### src/rtl/audio_pair_fifo.sv
// audio_pair_fifo: buffers stereo ADC sample pairs and serialises them as
// left-then-right 12-bit words over a valid/request handshake. Tracks the
// fill level, the number of dropped pairs and a sticky underrun flag.
module audio_pair_fifo #(
  parameter int unsigned DEPTH_LOG2 = 4,
  parameter bit          SIGNED_OUT = 1'b1
) (
  input  logic                  clk_40MHz,
  input  logic                  nReset,
  input  logic [11:0]           audio_left,
  input  logic [11:0]           audio_right,
  input  logic                  audio_ready,
  input  logic                  clear,
  input  logic                  rd_req,
  output logic [11:0]           out_word,
  output logic                  out_is_right,
  output logic                  out_valid,
  output logic [DEPTH_LOG2:0]   fifo_level,
  output logic [7:0]            overflow_count,
  output logic                  underrun
);

  localparam int unsigned DEPTH = 1 << DEPTH_LOG2;
  localparam logic [DEPTH_LOG2:0]   LVL_FULL = {1'b1, {DEPTH_LOG2{1'b0}}};
  localparam logic [DEPTH_LOG2:0]   LVL_ONE  = {{DEPTH_LOG2{1'b0}}, 1'b1};
  localparam logic [DEPTH_LOG2-1:0] PTR_ONE  = {{(DEPTH_LOG2-1){1'b0}}, 1'b1};

  typedef enum logic [1:0] {
    S_EMPTY,
    S_LEFT,
    S_RIGHT
  } state_e;

  // Offset-binary to two's complement is a flip of the sign bit.
  function automatic logic [11:0] conv(input logic [11:0] s);
    conv = SIGNED_OUT ? {~s[11], s[10:0]} : s;
  endfunction

  logic [23:0]           ram_q [DEPTH];
  logic [DEPTH_LOG2-1:0] wr_ptr_q, wr_ptr_d;
  logic [DEPTH_LOG2-1:0] rd_ptr_q, rd_ptr_d;
  logic [DEPTH_LOG2:0]   level_q, level_d;
  logic [7:0]            ovf_q, ovf_d;
  logic                  underrun_q, underrun_d;
  state_e                state_q, state_d;
  logic [11:0]           word_q, word_d;
  logic                  right_q, right_d;
  // Only the right half of the popped pair needs holding: the left word goes
  // straight from RAM into the output register on the pop.
  logic [11:0]           rsamp_q, rsamp_d;

  logic [23:0] rd_pair;
  logic        full, empty, pop, wr_en;

  assign rd_pair = ram_q[rd_ptr_q];
  assign full    = (level_q == LVL_FULL);
  assign empty   = (level_q == '0);

  // Output FSM, FIFO bookkeeping and counters; clear overrides everything.
  always_comb begin
    state_d    = state_q;
    word_d     = word_q;
    right_d    = right_q;
    rsamp_d    = rsamp_q;
    pop        = 1'b0;
    wr_en      = 1'b0;
    wr_ptr_d   = wr_ptr_q;
    rd_ptr_d   = rd_ptr_q;
    level_d    = level_q;
    ovf_d      = ovf_q;
    underrun_d = underrun_q;

    case (state_q)
      S_EMPTY: begin
        if (!empty) begin
          pop     = 1'b1;
          word_d  = conv(rd_pair[23:12]);
          right_d = 1'b0;
          state_d = S_LEFT;
        end
      end
      S_LEFT: begin
        if (rd_req) begin
          word_d  = conv(rsamp_q);
          right_d = 1'b1;
          state_d = S_RIGHT;
        end
      end
      S_RIGHT: begin
        if (rd_req) begin
          if (!empty) begin
            pop     = 1'b1;
            word_d  = conv(rd_pair[23:12]);
            right_d = 1'b0;
            state_d = S_LEFT;
          end else begin
            state_d = S_EMPTY;
          end
        end
      end
      default: state_d = S_EMPTY;
    endcase

    if (pop) begin
      rsamp_d  = rd_pair[11:0];
      rd_ptr_d = rd_ptr_q + PTR_ONE;
    end

    // A pop in the same cycle frees the slot being written when full.
    wr_en = audio_ready && (!full || pop);
    if (wr_en) begin
      wr_ptr_d = wr_ptr_q + PTR_ONE;
    end else if (audio_ready && (ovf_q != 8'hFF)) begin
      ovf_d = ovf_q + 8'd1;
    end

    case ({wr_en, pop})
      2'b10:   level_d = level_q + LVL_ONE;
      2'b01:   level_d = level_q - LVL_ONE;
      default: level_d = level_q;
    endcase

    if (rd_req && (state_q == S_EMPTY)) begin
      underrun_d = 1'b1;
    end

    if (clear) begin
      state_d    = S_EMPTY;
      word_d     = '0;
      right_d    = 1'b0;
      rsamp_d    = '0;
      pop        = 1'b0;
      wr_en      = 1'b0;
      wr_ptr_d   = '0;
      rd_ptr_d   = '0;
      level_d    = '0;
      ovf_d      = '0;
      underrun_d = 1'b0;
    end
  end

  // State registers with asynchronous active-low reset.
  always_ff @(posedge clk_40MHz or negedge nReset) begin
    if (!nReset) begin
      state_q    <= S_EMPTY;
      word_q     <= '0;
      right_q    <= 1'b0;
      rsamp_q    <= '0;
      wr_ptr_q   <= '0;
      rd_ptr_q   <= '0;
      level_q    <= '0;
      ovf_q      <= '0;
      underrun_q <= 1'b0;
    end else begin
      state_q    <= state_d;
      word_q     <= word_d;
      right_q    <= right_d;
      rsamp_q    <= rsamp_d;
      wr_ptr_q   <= wr_ptr_d;
      rd_ptr_q   <= rd_ptr_d;
      level_q    <= level_d;
      ovf_q      <= ovf_d;
      underrun_q <= underrun_d;
    end
  end

  // Pair storage; contents need no reset.
  always_ff @(posedge clk_40MHz) begin
    if (wr_en) begin
      ram_q[wr_ptr_q] <= {audio_left, audio_right};
    end
  end

  assign out_word       = word_q;
  assign out_is_right   = right_q;
  assign out_valid      = (state_q != S_EMPTY);
  assign fifo_level     = level_q;
  assign overflow_count = ovf_q;
  assign underrun       = underrun_q;

endmodule

### config.mk
export PLATFORM = sky130hd
export DESIGN_NAME = audio_pair_fifo
export DESIGN_NICKNAME = d
export VERILOG_FILES = /design/src/rtl/audio_pair_fifo.sv
export SDC_FILE = /design/constraint.sdc
export NUM_CORES = 1
export LEC_CHECK = 0
export CAP_MARGIN = 20
export CORE_ASPECT_RATIO = 2
export CORE_MARGIN = 1.5
export CORE_UTILIZATION = 30
export DETAILED_ROUTE_END_ITERATION = 16
export GPL_TIMING_DRIVEN = 0
export PLACE_DENSITY = 0.43
export SLEW_MARGIN = 20
export SYNTH_ARGS = -nofsm -noshare
export SYNTH_HDL_FRONTEND = slang
export SYNTH_SLANG_ARGS = --single-unit
### constraint.sdc
create_clock -name clk_40MHz -period 4.9 [get_ports clk_40MHz]
set_input_delay 0.49 -clock clk_40MHz [delete_from_list [all_inputs] [get_ports clk_40MHz]]
set_output_delay 0.49 -clock clk_40MHz [all_outputs]
set_load 0.02 [all_outputs]
# == Word-level counts from Yosys, hierarchy flattened ==
# Memory sizes are Yosys's and may differ from the RTL's.
# Index checks and enable logic that the tools add are counted.
# totals
regBits,49
ram_bits,384
inputBits,29
out_inout_bits,28
elab_cells,79
n_memories,1
# classes
add_sub_neg,5
n_eq_ne,10
n_mux,35
bitwise,2
n_reduce_logical,17
# memory_table
name,depth,width,rd,rd_ports_with_merged_regs,wr,line_no,text
ram_q,16,24,1,0,1,39,logic [23:0] ram_q [DEPTH];
# ops
cell,n
$mux 12,6
$pmux 12 s3,1
$mux 8,3
$mux 4,4
$mux 1,12
$pmux 5 s2,1
$reduce_bool 2->1,5
$ne 3x3->1 const B,3
$add 4x1->4 const B,2
$add 8x1->8 const B,1
$mux 2,4
$ne 8x8->1 const B,1
$pmux 2 s3,1
$reduce_and 3->1,2
$add 5x1->5 const B,1
$eq 5x5->1 const B,1
$logic_not 5->1,1
$mux 5,1
$sub 5x1->5 const B,1
$eq 2x1->1 const B,2
$eq 2x2->1 const B,2
$reduce_bool 4->1,1
$logic_and 1x1->1,3
$pmux 1 s3,1
8 further kinds,9

# == Logic depth before layout (Yosys ltp) ==
# depth
word_depth,9
mapped_depth,10
depth_no_buf,10

# == Least setup slack after synthesis ==
# OpenSTA, ideal clock, no wires.
# synth_path
path_type,reg-to-reg
from,register state_q[1]
to,memory ram_q[15][0] (enable)
arrival_ns,3.638
required_time_ns,4.425
path_slack_ns,0.787
path_stages_with_launch,5
period_less_slack_ns,4.113
cell_sequence,dfrtp_1 -> nor2b_1 -> o211ai_1 -> nand3_1 -> nor4b_1
# synth_via
elab_chain_cells,7
# synth_rtl
item,line_no,text
from (decl),45,"state_e state_q, state_d;"
from (signal assigned),155,state_q <= state_d;
$eq 2x2->1 or $logic_not 2->1 (tied branches),73,case (state_q)
$pmux 1 s2 *,73,
$logic_or 1x1->1 *,110,wr_en = audio_ready && (!full || pop);
$logic_and 1x1->1 *,110,
$mux 1 *,127,if (clear) begin
$mux 1 *,169,if (wr_en) begin
$mux 1 (implied by the code) *,170,"ram_q[wr_ptr_q] <= {audio_left, audio_right};"
to (decl),39,
# Every way passes the cells marked *; elsewhere a longest branch is shown, timed or not.

# == Worst setup path in the final report ==
# layout_path
from,register state_q[1]
to,register level_q[4] (netlist: fifo_level[4])
# layout_via
elab_chain_cells,7
# layout_rtl
item,line_no,text
$eq 2x2->1 or $logic_not 2->1 (tied branches),73,
$pmux 1 s2 *,73,
$logic_or 1x1->1,110,
$logic_and 1x1->1,110,
$eq 2x1->1 or $eq 2x2->1 (tied branches),117,"case ({wr_en, pop})"
$pmux 5 s2,117,
$mux 5,127,
to (signal assigned),161,level_q <= level_d;
to (decl),42,"logic [DEPTH_LOG2:0] level_q, level_d;"
# Marked as above.
# A chain may end at the register's enable or synchronous reset.

==> qor.csv <==
stage,metric,value,unit
floorplanning,coreArea,56300,sq um
hold_path,hold_path_startpoint,out_word[6]$_DFFE_PN0P_,
yosys,syn-instance-count,924,
power,p_leak,6.54,nW
clock_network,cts_setup_buffers,0,
critical_path,cp_common_cell,nor2b_1,
place,dp_hpwl,34900,microns
layout,drive_above_1_share,0.207,
routing,drtAntennaViolNets,0,
grt,grt_pass1_wl,70800,microns
routing,vias,9045,
timing,setup-tns-final,0,ns
yosys,syn_area,17100,sq um
layout,postLayoutCoreUtil,0.362,
floorplanning,num_rows,123,
timing,max-slew-margin-rel,0.369,
grt,grt_pass1_vias,9832,
grt,gr-total-overflow,0,
yosys,yosys.area.top_type,edfxtp_1,
routing,dr.pass1.iters,6,
critical_path,cp_max_fo,6,
yosys,synthFlopType,edfxtp_1,
critical_path,cp.required,5.39,ns
critical_path,cp_num_buf_inv,1,
place,io_buffer_count,55,
floorplanning,initial_core_util,0.304,
clock_network,path_clk_slew,0.07,ns
grt,grt_usage,0.174,
critical_path,slowest_stage,a211oi_2,
timing,setup_viol,0,
clock_network,cts_buffers,39,
floorplanning,ioPinCount,57,
flow_run,cap_violations,0,
yosys,ys_async_sr_fraction,0.113,
yosys,synthTopCellsByCount,"edfxtp_1 (384), mux4_2 (72), mux2i_1 (64)",
yosys,yosysWarningCount,0,
yosys,syn_area_per_cell,18.6,sq um
critical_path,ff2ff_path_depth,10,
critical_path,rr_startpoint,state_q[1]$_DFFE_PN0P_,
routing,dr.first_iter.drc_count,575,
routing,avgViaCountPerCell,4.95,
power,peakVddDrop,0.226,mV
clock_network,clock_latency,0.55,ns
floorplanning,die_area,58700,sq um
routing,drc_errors,0,
layout,num_antenna_cells,0,
yosys,synth_fp_nets,963,
clock_network,cts-resized-gates,0,
timing,hold_viol,0,
clock_network,htree_num_levels,2,
critical_path,crit_type,flip-flop to flip-flop,
layout,fin_nets,1092,
timing,fin_crit_sh,0.672,
layout,nFillCells,5353,
status,run_status,finished clean,
yosys,synth_cell_types,48,
yosys,synth_top_area_frac,0.672,
routing,drt-total-wl,49900,microns
clock_network,clockRootBuffer,clkbuf_16,
hold_path,hold-path-cell-count,2,
timing,period_minus_slack,3.29,ns
hold_path,whs_endpoint,out_word[6]$_DFFE_PN0P_,
layout,seq_area,12800,sq um
clock_network,clkSinkCount,433,
place,gp_congestion,0.769,
critical_path,reg2reg_to,fifo_level[4]$_DFFE_PN0P_,
grt,antenna_found_initial,2,
layout,multi_input_area,4170,sq um
yosys,synth_edf_count,384,
floorplanning,chipHeight,341,microns
timing,slew_viol_final,0,
yosys,synth_area_leaders,"edfxtp_1 (67%), mux4_2 (9.5%), dfrtp_1 (7.2%), mux2i_1 (3.7%), a22oi_1 (1.6%)",
routing,post_drt_wl_per_cell,27.3,microns
timing,rsz0062_at_grt,no,
critical_path,path_cells,nor2b_1 -> a211oi_2 -> nand2b_2 -> inv_2 -> ha_1 -> nor2b_1 -> o21ai_0 -> a22oi_1 -> a311oi_1 -> o31a_1,
layout,area_growth,18.8,%
yosys,synth_most_common_cell,edfxtp_1,
critical_path,cp-start-kind,flip-flop,
critical_path,reg2reg_slack,1.61,ns
clock_network,cts_tree,done,
yosys,yosysSeqAreaShare,0.744,
grt,grt_max_degree,50,
floorplanning,dieWidth,172,microns
power,power_density,486,nW/um^2
hold_path,worstHoldPathType,flip-flop to flip-flop,
timing,timing.fmax,0.304,GHz
timing,fin_skew,0.0120,ns
critical_path,cpPeakStageDelay,0.62,ns
yosys,ys_ff_latch,433,
critical_path,crit_arrival,3.78,ns
clock_network,clk_path_buf_depth,3,
critical_path,crit_family,compound AO/OA/AOI/OAI gates,
timing,worst_pin_slew,0.944,ns
power,power.total,0.00991,W
critical_path,end_kind,flip-flop,
-- layout by cell type (no fill, tap or decap), types with 4 or more instances in the layout --
| master | Yosys | final |
|---|---|---|
| clkinv_1 | 0 | 5 |
| a21oi_1 | 35 | 35 |
| mux2i_1 | 64 | 64 |
| edfxtp_1 | 384 | 384 |
| nand2_1 | 41 | 41 |
| mux4_2 | 72 | 72 |
| nand4_1 | 5 | 5 |
| o31ai_1 | 11 | 11 |
| xor2_1 | 5 | 5 |
| nand3_1 | 8 | 8 |
| a31o_2 | 11 | 11 |
| a221oi_1 | 11 | 11 |
| nor2_1 | 50 | 41 |
| clkbuf_16 | 0 | 39 |
| nor2b_1 | 9 | 8 |
| buf_2 | 28 | 38 |
| a22oi_1 | 37 | 37 |
| buf_4 | 2 | 11 |
| nor2_4 | 0 | 9 |
| xnor2_1 | 11 | 11 |
| dfrtp_1 | 49 | 49 |
| o21ai_0 | 4 | 4 |
| clkinv_2 | 0 | 5 |
| clkbuf_1 | 18 | 32 |
| nor3_1 | 4 | 4 |
| inv_1 | 15 | 15 |
| clkdlybuf4s50_1 | 0 | 54 |
| ha_1 | 9 | 9 |
| buf_16 | 0 | 12 |
-- worst max-delay path by stage --
stage,start,to,cells after the start
5_1_grt,state_q[1]$_DFFE_PN0P_,fifo_level[4]$_DFFE_PN0P_,10
2_1_floorplan,state_q[1]$_DFFE_PN0P_,ram_q[15][0]$_DFFE_PP_,4
3_3_place_gp,audio_ready,ram_q[7][23]$_DFFE_PP_,4
4_1_cts,state_q[1]$_DFFE_PN0P_,fifo_level[4]$_DFFE_PN0P_,10
6_report,state_q[1]$_DFFE_PN0P_,fifo_level[4]$_DFFE_PN0P_,10
3_5_place_dp,rd_req,fifo_level[4]$_DFFE_PN0P_,11
-- cell families (layout without fill, tap and decap cells) --
kind of cell | after synthesis | count (layout) | share of synthesized area
flops | 433 | 433 | 0.744
simple gates | 140 | 140 | 0.0390
mux | 136 | 136 | 0.132
compound gates | 121 | 121 | 0.0506
buf+inv | 68 | 223 | 0.0187
xor+xnor | 16 | 16 | 0.00817
fa+ha+maj | 10 | 10 | 0.00773
-- cell type report --
class	count	share of cell area
multi-input combinational	423	0.205
clock buffer	53	0.0505
sequential	433	0.626
inverter	16	0.00295
buffer	52	0.0128
clock inverter	14	0.00596
tap	750	0.0461
timing repair buffer	88	0.0510
-- timing repair --
item | CTS | global route
hold buffers | 1 | 0
endpoints found under the hold margin | 16 | 0
endpoints found under the setup margin | 0 | 0
-- power breakdown --
| group | total [W] | switching, W | internal [W] |
|---|---|---|---|
| Clock | 0.00293 | 0.00135 | 0.00158 |
| Sequential | 0.00426 | 0.000106 | 0.00416 |
| Combinational | 0.00271 | 0.00161 | 0.00111 |
-- per-stage QoR --
stage	cell area [sq um]	cells	worst slack, ns	hold WS (ns)
final	20400	1829	1.61	0.486
after global routing	20400	1829	1.39	0.531
after CTS	20400	1829	1.65	0.497
after detailed placement	19200	1761	1.20	0.473
after global placement	18600	1729	-3.89	0.466
after floorplan	17100	924	0.787	0.194
-- flip-flops by register name, summed over array words and instances, names as in the netlist --
| signal | count |
|---|---|
| rsamp_q | 12 |
| wr_ptr_q | 4 |
| fifo_level | 5 |
| underrun | 1 |
| out_word | 12 |
| state_q | 2 |
| overflow_count | 8 |
| out_is_right | 1 |
| rd_ptr_q | 4 |
| ram_q | 384 |
-- worst reg2reg max path, stage by stage, from the launching register on --
cell	delay (ns)
dfrtp_1	0.44
nor2b_1	0.23
a211oi_2	0.62
nand2b_2	0.17
inv_2	0.15
ha_1	0.28
nor2b_1	0.14
o21ai_0	0.57
a22oi_1	0.15
a311oi_1	0.32
o31a_1	0.18
-- metal layers --
metal / part of all wire / GRT usage / vias up
met4: 0.033 / 0.0641 / 4
met3: 0.028 / 0.0204 / 77
li1: - / - / 3948
met5: 0.00050 / 0 / -
met1: 0.34 / 0.174 / 4837
met2: 0.60 / 0.355 / 179
(Power assumes the default switching activity.)
